`src/rtl/rf_burst_reader_pkg.sv`:
```
// Shared types and defaults for the register-file burst reader.
// Holds the FSM state encoding and the request-length clamp rule.
package rf_burst_reader_pkg;

    typedef enum logic {
        ST_IDLE = 1'b0,
        ST_SEND = 1'b1
    } state_t;

    localparam int unsigned RF_WIDTH = 3;
    localparam int unsigned RF_NREGS = 4;

    // A zero length still reads one word; a length beyond the file reads every register once.
    function automatic int unsigned clamp_len(input int unsigned len, input int unsigned nregs);
        if (len == 0) return 1;
        if (len > nregs) return nregs;
        return len;
    endfunction

endpackage

```
`src/rtl/rf_burst_reader_word_mux.sv`:
```
// Combinational NREGS:1 word selector over the flattened register-file outputs.
// Register i occupies i_rf_flat[i*WIDTH +: WIDTH].
module rf_word_mux #(
    parameter int unsigned WIDTH = 3,
    parameter int unsigned NREGS = 4,
    parameter int unsigned AW    = 2
) (
    input  logic [NREGS*WIDTH-1:0] i_rf_flat,
    input  logic [AW-1:0]          i_addr,
    output logic [WIDTH-1:0]       o_word
);

    always_comb begin
        o_word = '0;
        for (int unsigned i = 0; i < NREGS; i++) begin
            if (i_addr == AW'(i)) o_word = i_rf_flat[i*WIDTH +: WIDTH];
        end
    end

endmodule

```
`src/rtl/rf_burst_reader.sv`:
```
// Read-side burst controller: accepts (addr, len) and streams register words
// through a registered valid/ready output stage at one word per clock.
module rf_burst_reader
    import rf_burst_reader_pkg::*;
#(
    parameter int unsigned WIDTH = RF_WIDTH,
    parameter int unsigned NREGS = RF_NREGS,
    parameter int unsigned AW    = $clog2(NREGS)
) (
    input  logic                   clk,
    input  logic                   reset,
    input  logic [NREGS*WIDTH-1:0] rf_flat,
    input  logic                   req_valid,
    output logic                   req_ready,
    input  logic [AW-1:0]          req_addr,
    input  logic [AW:0]            req_len,
    output logic                   rsp_valid,
    input  logic                   rsp_ready,
    output logic [WIDTH-1:0]       rsp_data,
    output logic [AW-1:0]          rsp_addr,
    output logic                   rsp_last,
    output logic                   busy
);

    state_t           r_state;
    state_t           w_state_nxt;
    logic             r_req_ready;
    logic             r_valid;
    logic [WIDTH-1:0] r_data;
    logic [AW-1:0]    r_addr;
    logic             r_last;
    logic [AW:0]      r_rem;

    logic             w_accept;
    logic             w_hshk;
    logic [AW:0]      w_len_eff;
    logic [AW-1:0]    w_sel_addr;
    logic [WIDTH-1:0] w_word;

    assign w_accept  = (r_state == ST_IDLE) && req_valid && r_req_ready;
    assign w_hshk    = r_valid && rsp_ready;
    assign w_len_eff = (AW+1)'(clamp_len(32'(req_len), NREGS));

    // One mux serves both the first word (request address) and every following word.
    assign w_sel_addr = (r_state == ST_IDLE) ? req_addr : r_addr + AW'(1);

    rf_word_mux #(
        .WIDTH (WIDTH),
        .NREGS (NREGS),
        .AW    (AW)
    ) u_word_mux (
        .i_rf_flat (rf_flat),
        .i_addr    (w_sel_addr),
        .o_word    (w_word)
    );

    always_comb begin
        w_state_nxt = r_state;
        case (r_state)
            ST_IDLE: if (w_accept) w_state_nxt = ST_SEND;
            ST_SEND: if (w_hshk && r_last) w_state_nxt = ST_IDLE;
            default: w_state_nxt = ST_IDLE;
        endcase
    end

    always_ff @(posedge clk or negedge reset) begin
        if (!reset) r_state <= ST_IDLE;
        else        r_state <= w_state_nxt;
    end

    // r_rem counts the words still to follow the one currently held in the output register.
    always_ff @(posedge clk or negedge reset) begin
        if (!reset) begin
            r_req_ready <= 1'b1;
            r_valid     <= 1'b0;
            r_data      <= '0;
            r_addr      <= '0;
            r_last      <= 1'b0;
            r_rem       <= '0;
        end else begin
            r_req_ready <= (w_state_nxt == ST_IDLE);
            if (w_accept) begin
                r_valid <= 1'b1;
                r_data  <= w_word;
                r_addr  <= req_addr;
                r_rem   <= w_len_eff - (AW+1)'(1);
                r_last  <= (w_len_eff == (AW+1)'(1));
            end else if (w_hshk) begin
                if (r_last) begin
                    r_valid <= 1'b0;
                    r_last  <= 1'b0;
                end else begin
                    r_data <= w_word;
                    r_addr <= w_sel_addr;
                    r_rem  <= r_rem - (AW+1)'(1);
                    r_last <= (r_rem == (AW+1)'(1));
                end
            end
        end
    end

    assign req_ready = r_req_ready;
    assign rsp_valid = r_valid;
    assign rsp_data  = r_data;
    assign rsp_addr  = r_addr;
    assign rsp_last  = r_last;
    assign busy      = (r_state != ST_IDLE);

endmodule

```
`config.mk`:
```
export PLATFORM = sky130hd
export DESIGN_NAME = rf_burst_reader
export DESIGN_NICKNAME = d
export VERILOG_FILES = /design/src/rtl/rf_burst_reader_pkg.sv /design/src/rtl/rf_burst_reader_word_mux.sv /design/src/rtl/rf_burst_reader.sv
export SDC_FILE = /design/constraint.sdc
export NUM_CORES = 1
export LEC_CHECK = 0
export CAP_MARGIN = 25
export CORE_MARGIN = 2
export CORE_UTILIZATION = 42
export CTS_CLUSTER_SIZE = 16
export DETAILED_ROUTE_END_ITERATION = 12
export MAX_ROUTING_LAYER = met4
export PLACE_DENSITY = 0.81
export SLEW_MARGIN = 10
export SYNTH_ARGS = -nofsm -noshare
export SYNTH_HDL_FRONTEND = slang
export SYNTH_HIERARCHICAL = 1
export SYNTH_SLANG_ARGS = --single-unit
```
`constraint.sdc`:
```
create_clock -name clk -period 2.1 [get_ports clk]
set_clock_uncertainty 0.15 [all_clocks]
set_input_delay 0.315 -clock clk [delete_from_list [all_inputs] [get_ports clk]]
set_output_delay 0.315 -clock clk [all_outputs]
set_load 0.01 [all_outputs]
```
== Yosys cells after proc, flatten, opt, wreduce, memory -nomap -nowiden ==
Index checks and enable logic that the tools add are counted.
Cells by class
  add/subtract/negate cells: 3
  mux-type cells: 30
  bitwise gates (word level): 2
  magnitude comparators: 1
  reduce and logical (&&, ||, !) cells: 10
  eq/ne operators: 6
Operator list (count)
  3-bit 2-to-1 mux: 13
  1-bit 2-to-1 mux: 12
  2-bit 2-to-1 mux: 4
  3-bit by 1-bit == test with 1-bit output (second input constant): 2
  3-bit by 1-bit subtractor with 3-bit output (second input constant): 2
  2-bit == test (second input constant): 2
  1-bit logical AND: 4
  2-bit AND reduction: 2
  2-bit nonzero test: 2
  3-bit > comparator (second input constant): 1
  3-bit logical NOT: 1
  2-bit by 1-bit adder with 2-bit output (second input constant): 1
  2-bit by 1-bit == test with 1-bit output (second input constant): 1
  2-bit logical NOT: 1
  2-bit by 1-bit inequality test with 1-bit output (second input constant): 1
  1-bit inverter: 2
  1-bit one-hot mux with 2 select lines: 1
Storage, ports and cells
  flip-flop bits (word level): 12
  logic and storage cells: 59
  output and inout port bits: 9
  bits of input ports: 21

== Depth between registers and ports, before layout ==
Gate-level depths: netlist of run 1.
  depth after elaboration: 10
  mapped depth: 7
  depth with buffers taken out: 7

== Modules after synthesis ==
Netlist of run 1, hierarchy kept.
By module, submodules not included
  rf_burst_reader: area each 675.6 µm², cells an instance 58, sequential area each 301.5 µm², times used 1
  rf_word_mux: area each 78.8 µm², cells an instance 3, sequential area each 0.0 µm², times used 1

== Worst setup path before layout of run 1 ==
No wires, ideal clock.
  path kind: register to register
  from: register r_state (netlist: busy)
  to: register r_data[0] (netlist: rsp_data[0])
  required time: 1.825 ns
  path slack: 0.159 ns
  library setup time: 0.125 ns
  period minus slack after synthesis: 1.941 ns
  arrival: 1.666 ns
  buffers on the path: 0
  cell stages (with the launch flop): 4
  cells stage by stage: dfrtp_1 mux2i_1 mux4_1 mux2_4
Between the ends
  word-level cells in the longest chain between the ends: 9
  elaborated cells between the ends (all ways): 18
  classes of those cells: eq/ne: 4; mux: 8; bitwise: 1; reduce/logical: 5
Ends and longest elaborated chain
  from (decl): line rf_burst_reader.sv:25  | state_t r_state;
  from (signal assigned): line rf_burst_reader.sv:68  | else r_state <= w_state_nxt;
  2-bit 2-to-1 mux *: line rf_burst_reader.sv:45  | assign w_sel_addr = (r_state == ST_IDLE) ? req_addr : r_addr + AW'(1);
  named net w_sel_addr[0]: line rf_burst_reader.sv:37  | logic [AW-1:0] w_sel_addr;
  2-bit logical NOT: line rf_burst_reader_word_mux.sv:16  | if (i_addr == AW'(i)) o_word = i_rf_flat[i*WIDTH +: WIDTH];
  3-bit 2-to-1 mux (3 in series): line rf_burst_reader_word_mux.sv:16
  3-bit 2-to-1 mux *: line rf_burst_reader_word_mux.sv:16
  named net w_word[0]: line rf_burst_reader.sv:38  | logic [WIDTH-1:0] w_word;
  3-bit 2-to-1 mux: line rf_burst_reader.sv:89  | if (r_last) begin
  3-bit 2-to-1 mux: line rf_burst_reader.sv:88  | end else if (w_hshk) begin
  3-bit 2-to-1 mux *: line rf_burst_reader.sv:82  | if (w_accept) begin
  to (signal assigned): line rf_burst_reader.sv:84  | r_data <= w_word;
  to (signal assigned): line rf_burst_reader.sv:93  | r_data <= w_word;
  to (decl): line rf_burst_reader.sv:29  | logic [WIDTH-1:0] r_data;
The timed path passes the listed nets; every way through them passes the cells marked *. The select of a mux whose other input is x is not followed.
A chain may end at the register's enable or synchronous reset.

== Final worst setup path of run 1 ==
  from: input port req_addr[0]
  to: register r_data[0] (netlist: rsp_data[0])
Between the ends
  word-level cells in the longest chain between the ends: 9
  elaborated cells between the ends (all ways): 12
  classes of those cells: eq/ne: 3; mux: 8; reduce/logical: 1
Ends and longest elaborated chain
  from (decl): line rf_burst_reader.sv:15  | input logic [AW-1:0] req_addr,
  2-bit 2-to-1 mux *: line rf_burst_reader.sv:45
  named net w_sel_addr[0]: line rf_burst_reader.sv:37
  2-bit logical NOT: line rf_burst_reader_word_mux.sv:16
  3-bit 2-to-1 mux (3 in series): line rf_burst_reader_word_mux.sv:16
  3-bit 2-to-1 mux *: line rf_burst_reader_word_mux.sv:16
  named net w_word[0]: line rf_burst_reader.sv:38
  3-bit 2-to-1 mux: line rf_burst_reader.sv:89
  3-bit 2-to-1 mux: line rf_burst_reader.sv:88
  3-bit 2-to-1 mux *: line rf_burst_reader.sv:82
Marked as above.

==> results_dict.tcl, run 1 <==
set metrics [dict create \
    antenna_cells 0 \
    start_util_pct 44.2 \
    seqPwrFrac_pct 30.9 \
    switching_share_pct 34.2 \
    reg2reg_from "busy" \
    synth_ff_type "dfrtp_1" \
    r2r_slack_ns 0.28 \
    post-route-period-util_pct 89.5 \
    io_buffer_count 29 \
    tightestPinTransition_ns 0.546 \
    yosysWarnings 6 \
    ir_worst_vdd_uv 846 \
    clkPwrFrac_pct 12.2 \
    cts_setup_buffers 0 \
    placed_area_mm2 0.00109 \
    crit_required_ns 2.11 \
    syn_nets 86 \
    synth_edf_count 0 \
    hold_class "in2async" \
    yosys.area.top_type_share_pct 36.5 \
    drc_errors 0 \
    end_kind "flop" \
    worstReg2RegEnd "rsp_data[0]" \
    io-pin-count 30 \
    worstSetupPathType "in2reg" \
    final_layout_size_suffix_gt1_share_pct 16.7 \
    via_per_inst 4.81 \
    synthesis.area_um2 754 \
    vias 582 \
    start_kind "input pin" \
    drtIter0Drc 3 \
    clockBufferDepth 2 \
    cts_resized 0 \
    switching_power_w 0.000514 \
    internal_power_w 0.000988 \
    clk_latency_ns 0.27 \
    ys_seq_area_share_pct 40.0 \
    ant_nets 0 \
    tns_ns 0 \
    die_w_um 46.4 \
    crit_fanout 4 \
    status "complete, no violations" \
    netlist_top_cells_area "dfrtp_1 36%, mux4_1 10%, mux2_4 10%, ha_1 6.6%, mux2i_1 5.3%" \
    wirelength_um 1600 \
    yosys.cell_count.top_type "dfrtp_1" \
    cap_viol_max_count 0 \
    syn_inst 61 \
    clk_pin_slew_worst_paths_ns 0.08 \
    cts_sinks 12 \
    cts_tree "done" \
    worstPathArrival_ns 1.89 \
    rows 15 \
    routedWlPerCell_um 13.2 \
    nets 122 \
    grt_pass1_vias 584 \
    avgSynthCellArea_um2 12.4 \
    yosys-top-cells-count "11 x dfrtp_1, 7 x inv_1, 6 x nand2_1" \
    final_util_pct 66.0 \
    layout-area-overhead-vs-synth_pct 49.4 \
    slew_headroom_pct 63.5 \
    worstRegToRegCells 4 \
    holdBufCountCts 0 \
    dp_hpwl_um 1260 \
    slew_violations 0 \
    numCtsBuffers 3 \
    ys_seq_elements 12 \
    die_h_um 46.4 \
    setup_violations 0 \
    synth_top_area_cell "dfrtp_1" \
    yosysUniqueCellTypes 20 \
    max_freq_ghz 0.532 \
    cts_root_buf "clkbuf_4" \
    die_area_mm2 0.00215 \
    rsz0062_at_grt "no" \
    grt_use_total_pct 17.9 \
    htree_levels 1 \
    power_frac_comb_pct 57.0 \
    grt_pass1_wl_um 2510 \
    final_cell_area_mm2 0.00113 \
    hold_viol 0 \
    grt_max_degree 13 \
    async_reset_ff_share_pct 100 \
    p_per_area_mw_per_mm2 1330 \
    gp_congestion 0.751 \
    core_area_mm2 0.00171 \
    first_pass_iters 4 \
    power.leakage_nw 0.531 \
    totalPowerFinal_w 0.00150 \
    fin_crit_ns 1.88 \
    overflow 0 \
    antenna_found_initial 0 \
]
per-stage QoR:
step | cells | hold slack, ns | setup WS, ns
floorplan | 61 | -0.131 | 0.159
global placement | 117 | 0.357 | -0.0291
detailed placement | 117 | 0.364 | -0.0697
CTS | 121 | 0.254 | 0.224
global route | 121 | 0.271 | 0.168
finish | 121 | 0.243 | 0.221
how the worst max path moves through the flow:
stage                 from          end  slack (ns)  cells past startpoint
6_report       req_addr[0]  rsp_data[0]        0.22                      6
5_1_grt        req_addr[0]  rsp_data[0]        0.17                      6
4_1_cts        req_addr[0]  rsp_data[0]        0.22                      6
3_5_place_dp   req_addr[0]  rsp_data[0]       -0.07                      6
3_3_place_gp   req_addr[0]  rsp_data[1]       -0.03                      6
2_1_floorplan         busy  rsp_data[0]        0.16                      3
cell type report:
type / instances / area, um^2
clock buffers: 4 / 36.3
multi-input cells: 42 / 427
flip-flops and latches: 12 / 302
well taps: 25 / 31.3
fillers: 130 / 581
repair buffers: 31 / 305
inverters: 7 / 26.3
power groups by stage:
stage	Sequential (W)	Combinational (W)	Clock [W]
CTS	0.000464	0.000867	0.000191
global route	0.000481	0.000925	0.000203
global placement	0.000459	0.000827	0
finish	0.000464	0.000856	0.000183
detailed placement	0.000467	0.000852	0
floorplan	0.000498	0.000482	0
flip-flops by register name, indices dropped and copies added (netlist names):
name       count
rsp_data       3
busy           1
req_ready      1
r_rem          3
rsp_valid      1
rsp_addr       2
rsp_last       1
kinds of logic after synthesis:
kind of cell / after synthesis / share of synthesized area (%)
simple gates: 15 / 14.1
mux: 12 / 25.7
compound gates: 7 / 5.47
xor+xnor: 4 / 4.64
buf+inv: 7 / 3.48
fa+ha+maj: 4 / 6.63
flops: 12 / 40.0
cell usage in the layout, fill, tap and decap left out, types with 3 or more instances in the layout:
cell type,instances
a21oi_1,5
clkbuf_4,3
clkdlybuf4s50_1,29
dfrtp_1,11
ha_1,4
inv_1,7
mux2_4,5
mux2i_1,4
mux4_1,3
nand2_1,6
nor2_1,3
per-layer routing:
| metal | part of all wire (%) | wire length [um] | GRT usage (%) | up-vias |
|---|---|---|---|---|
| li1 | - | - | - | 289 |
| met1 | 42 | 670 | 21.0 | 277 |
| met2 | 54 | 867 | 27.5 | 14 |
| met3 | 2.7 | 44 | 5.88 | 2 |
| met4 | 1.2 | 19 | 8.57 | 0 |
| met5 | 0 | 0 | - | - |
critical path, cell delays in order:
cell	delay [ns]
clkdlybuf4s50_1	0.45
inv_1	0.03
mux2i_1	0.12
buf_4	0.16
mux4_1	0.55
mux2_4	0.27
No activity file was read; power rests on OpenSTA's default activity.
==> run 2: changes to the inputs <==
Settings changed: PLACE_DENSITY 0.81 to 0.78.
==> results_dict.tcl, run 2 (synthesized netlist as in run 1, its figures left out) <==
set metrics [dict create \
    met2_usage_pct 27.5 \
    worstSetupPathType "in2reg" \
    grt.busiest_layer "met2" \
    slew_violations 0 \
    cts_setup_buffers 0 \
    grt_pass1_wl_um 2550 \
    clk_latency_ns 0.27 \
    power.leakage_nw 0.531 \
    first_pass_iters 3 \
    holdBufCountCts 0 \
    fin_ws_ns 0.202 \
    post-route-period-util_pct 90.4 \
    dp_hpwl_um 1260 \
    crit_fanout 4 \
    max_freq_ghz 0.527 \
    antenna_found_initial 0 \
    grtUsageMet3_pct 7.45 \
    totalPowerFinal_w 0.00150 \
    hold_class "in2async" \
    clockBufferDepth 2 \
    final_common_cell "clkdlybuf4s50_1" \
    seqPwrFrac_pct 30.8 \
    wirelength_um 1540 \
    numCtsBuffers 3 \
    clk_pin_slew_worst_paths_ns 0.07 \
    fin_cells 121 \
    switching_share_pct 33.9 \
    rows 15 \
    p_per_area_mw_per_mm2 1330 \
    drtIter0Drc 3 \
    nets 122 \
    ir_worst_vdd_uv 808 \
    core_area_mm2 0.00171 \
    layout-area-overhead-vs-synth_pct 49.4 \
    cts_root_buf "clkbuf_4" \
    overflow 0 \
    gp_congestion 0.711 \
    via_per_inst 4.75 \
    final_layout_size_suffix_gt1_share_pct 16.7 \
    cts_sinks 12 \
    start_kind "input pin" \
    use_met1_pct 20.6 \
    drc_errors 0 \
    switching_power_w 0.000509 \
    die_w_um 46.4 \
    antenna_cells 0 \
    dp_slack_ns -0.0895 \
    io_buffer_count 29 \
    die_area_mm2 0.00215 \
    clkPwrFrac_pct 12.2 \
    cts_tree "done" \
    place_inst 117 \
    hold_viol 0 \
    htree_levels 1 \
    placed_area_mm2 0.00109 \
    status "complete, no violations" \
    io-pin-count 30 \
    vias 575 \
    routedWlPerCell_um 12.7 \
    die_h_um 46.4 \
    power_frac_comb_pct 57.0 \
    tns_ns 0 \
    internal_power_w 0.000990 \
    final_cell_area_mm2 0.00113 \
    grt_max_degree 13 \
    start_util_pct 44.2 \
    ant_nets 0 \
    end_kind "flop" \
    tightestPinTransition_ns 0.560 \
    cap_viol_max_count 0 \
    cts_resized 0 \
    layout_common_cells "29 x clkdlybuf4s50_1, 11 x dfrtp_1, 7 x inv_1" \
    fin_crit_ns 1.90 \
    grt_use_total_pct 18.5 \
    rsz0062_at_grt "no" \
    grt_pass1_vias 586 \
    worstPathArrival_ns 1.91 \
    crit_required_ns 2.12 \
    setup_violations 0 \
    slew_headroom_pct 62.5 \
]
[run 2: cell counts in the layout (fill, tap and decap cells not counted)]
Identical to the previous run, type by type.
[run 2: layout make-up]
| type | instances | area [um^2] |
|---|---|---|
| multi-input combinational | 42 | 427 |
| clock buffer | 4 | 36.3 |
| sequential | 12 | 302 |
| fill | 129 | 581 |
| tap | 25 | 31.3 |
| inverter | 7 | 26.3 |
| timing repair buffer | 31 | 305 |
[run 2: worst paths after layout]
kind,startpoint,depth (start not counted),slack (ns),end
hold / removal,reset,1,0.25,rsp_last
setup / recovery,req_addr[0],6,0.20,rsp_data[0]
setup reg to reg,rsp_addr[0],4,0.28,rsp_data[0]
max in group asynchronous,reset,1,1.18,req_ready
hold reg to reg,rsp_data[0],1,0.36,rsp_data[0]
min in group clk,rsp_data[0],1,0.36,rsp_data[0]
[run 2: through the flow]
stage | util (%) | hold slack, ns
after detailed placement | 63.9 | 0.355
after global routing | 66.0 | 0.284
final | 66.0 | 0.246
after global placement | 63.9 | 0.358
after floorplan | - | -0.131
after CTS | 66.0 | 0.258
[run 2: power by group through the flow]
| stage | registers, W | clock network [W] | logic, W |
|---|---|---|---|
| 2_1_floorplan | 0.000498 | 0 | 0.000482 |
| 3_3_place_gp | 0.000460 | 0 | 0.000829 |
| 3_5_place_dp | 0.000469 | 0 | 0.000855 |
| 4_1_cts | 0.000464 | 0.000191 | 0.000861 |
| 5_1_grt | 0.000481 | 0.000203 | 0.000927 |
| 6_report | 0.000462 | 0.000183 | 0.000854 |
[run 2: worst max-delay path: stages]
cell and delay (ns):
clkdlybuf4s50_1 0.45, inv_1 0.04, mux2i_1 0.13, buf_4 0.16, mux4_1 0.55, mux2_4 0.27
[run 2: routing by layer]
| metal | up-vias | part of all wire (%) |
|---|---|---|
| li1 | 286 | - |
| met4 | 0 | 2.5 |
| met2 | 12 | 52 |
| met3 | 4 | 3.3 |
| met1 | 273 | 42 |
| met5 | - | 0 |
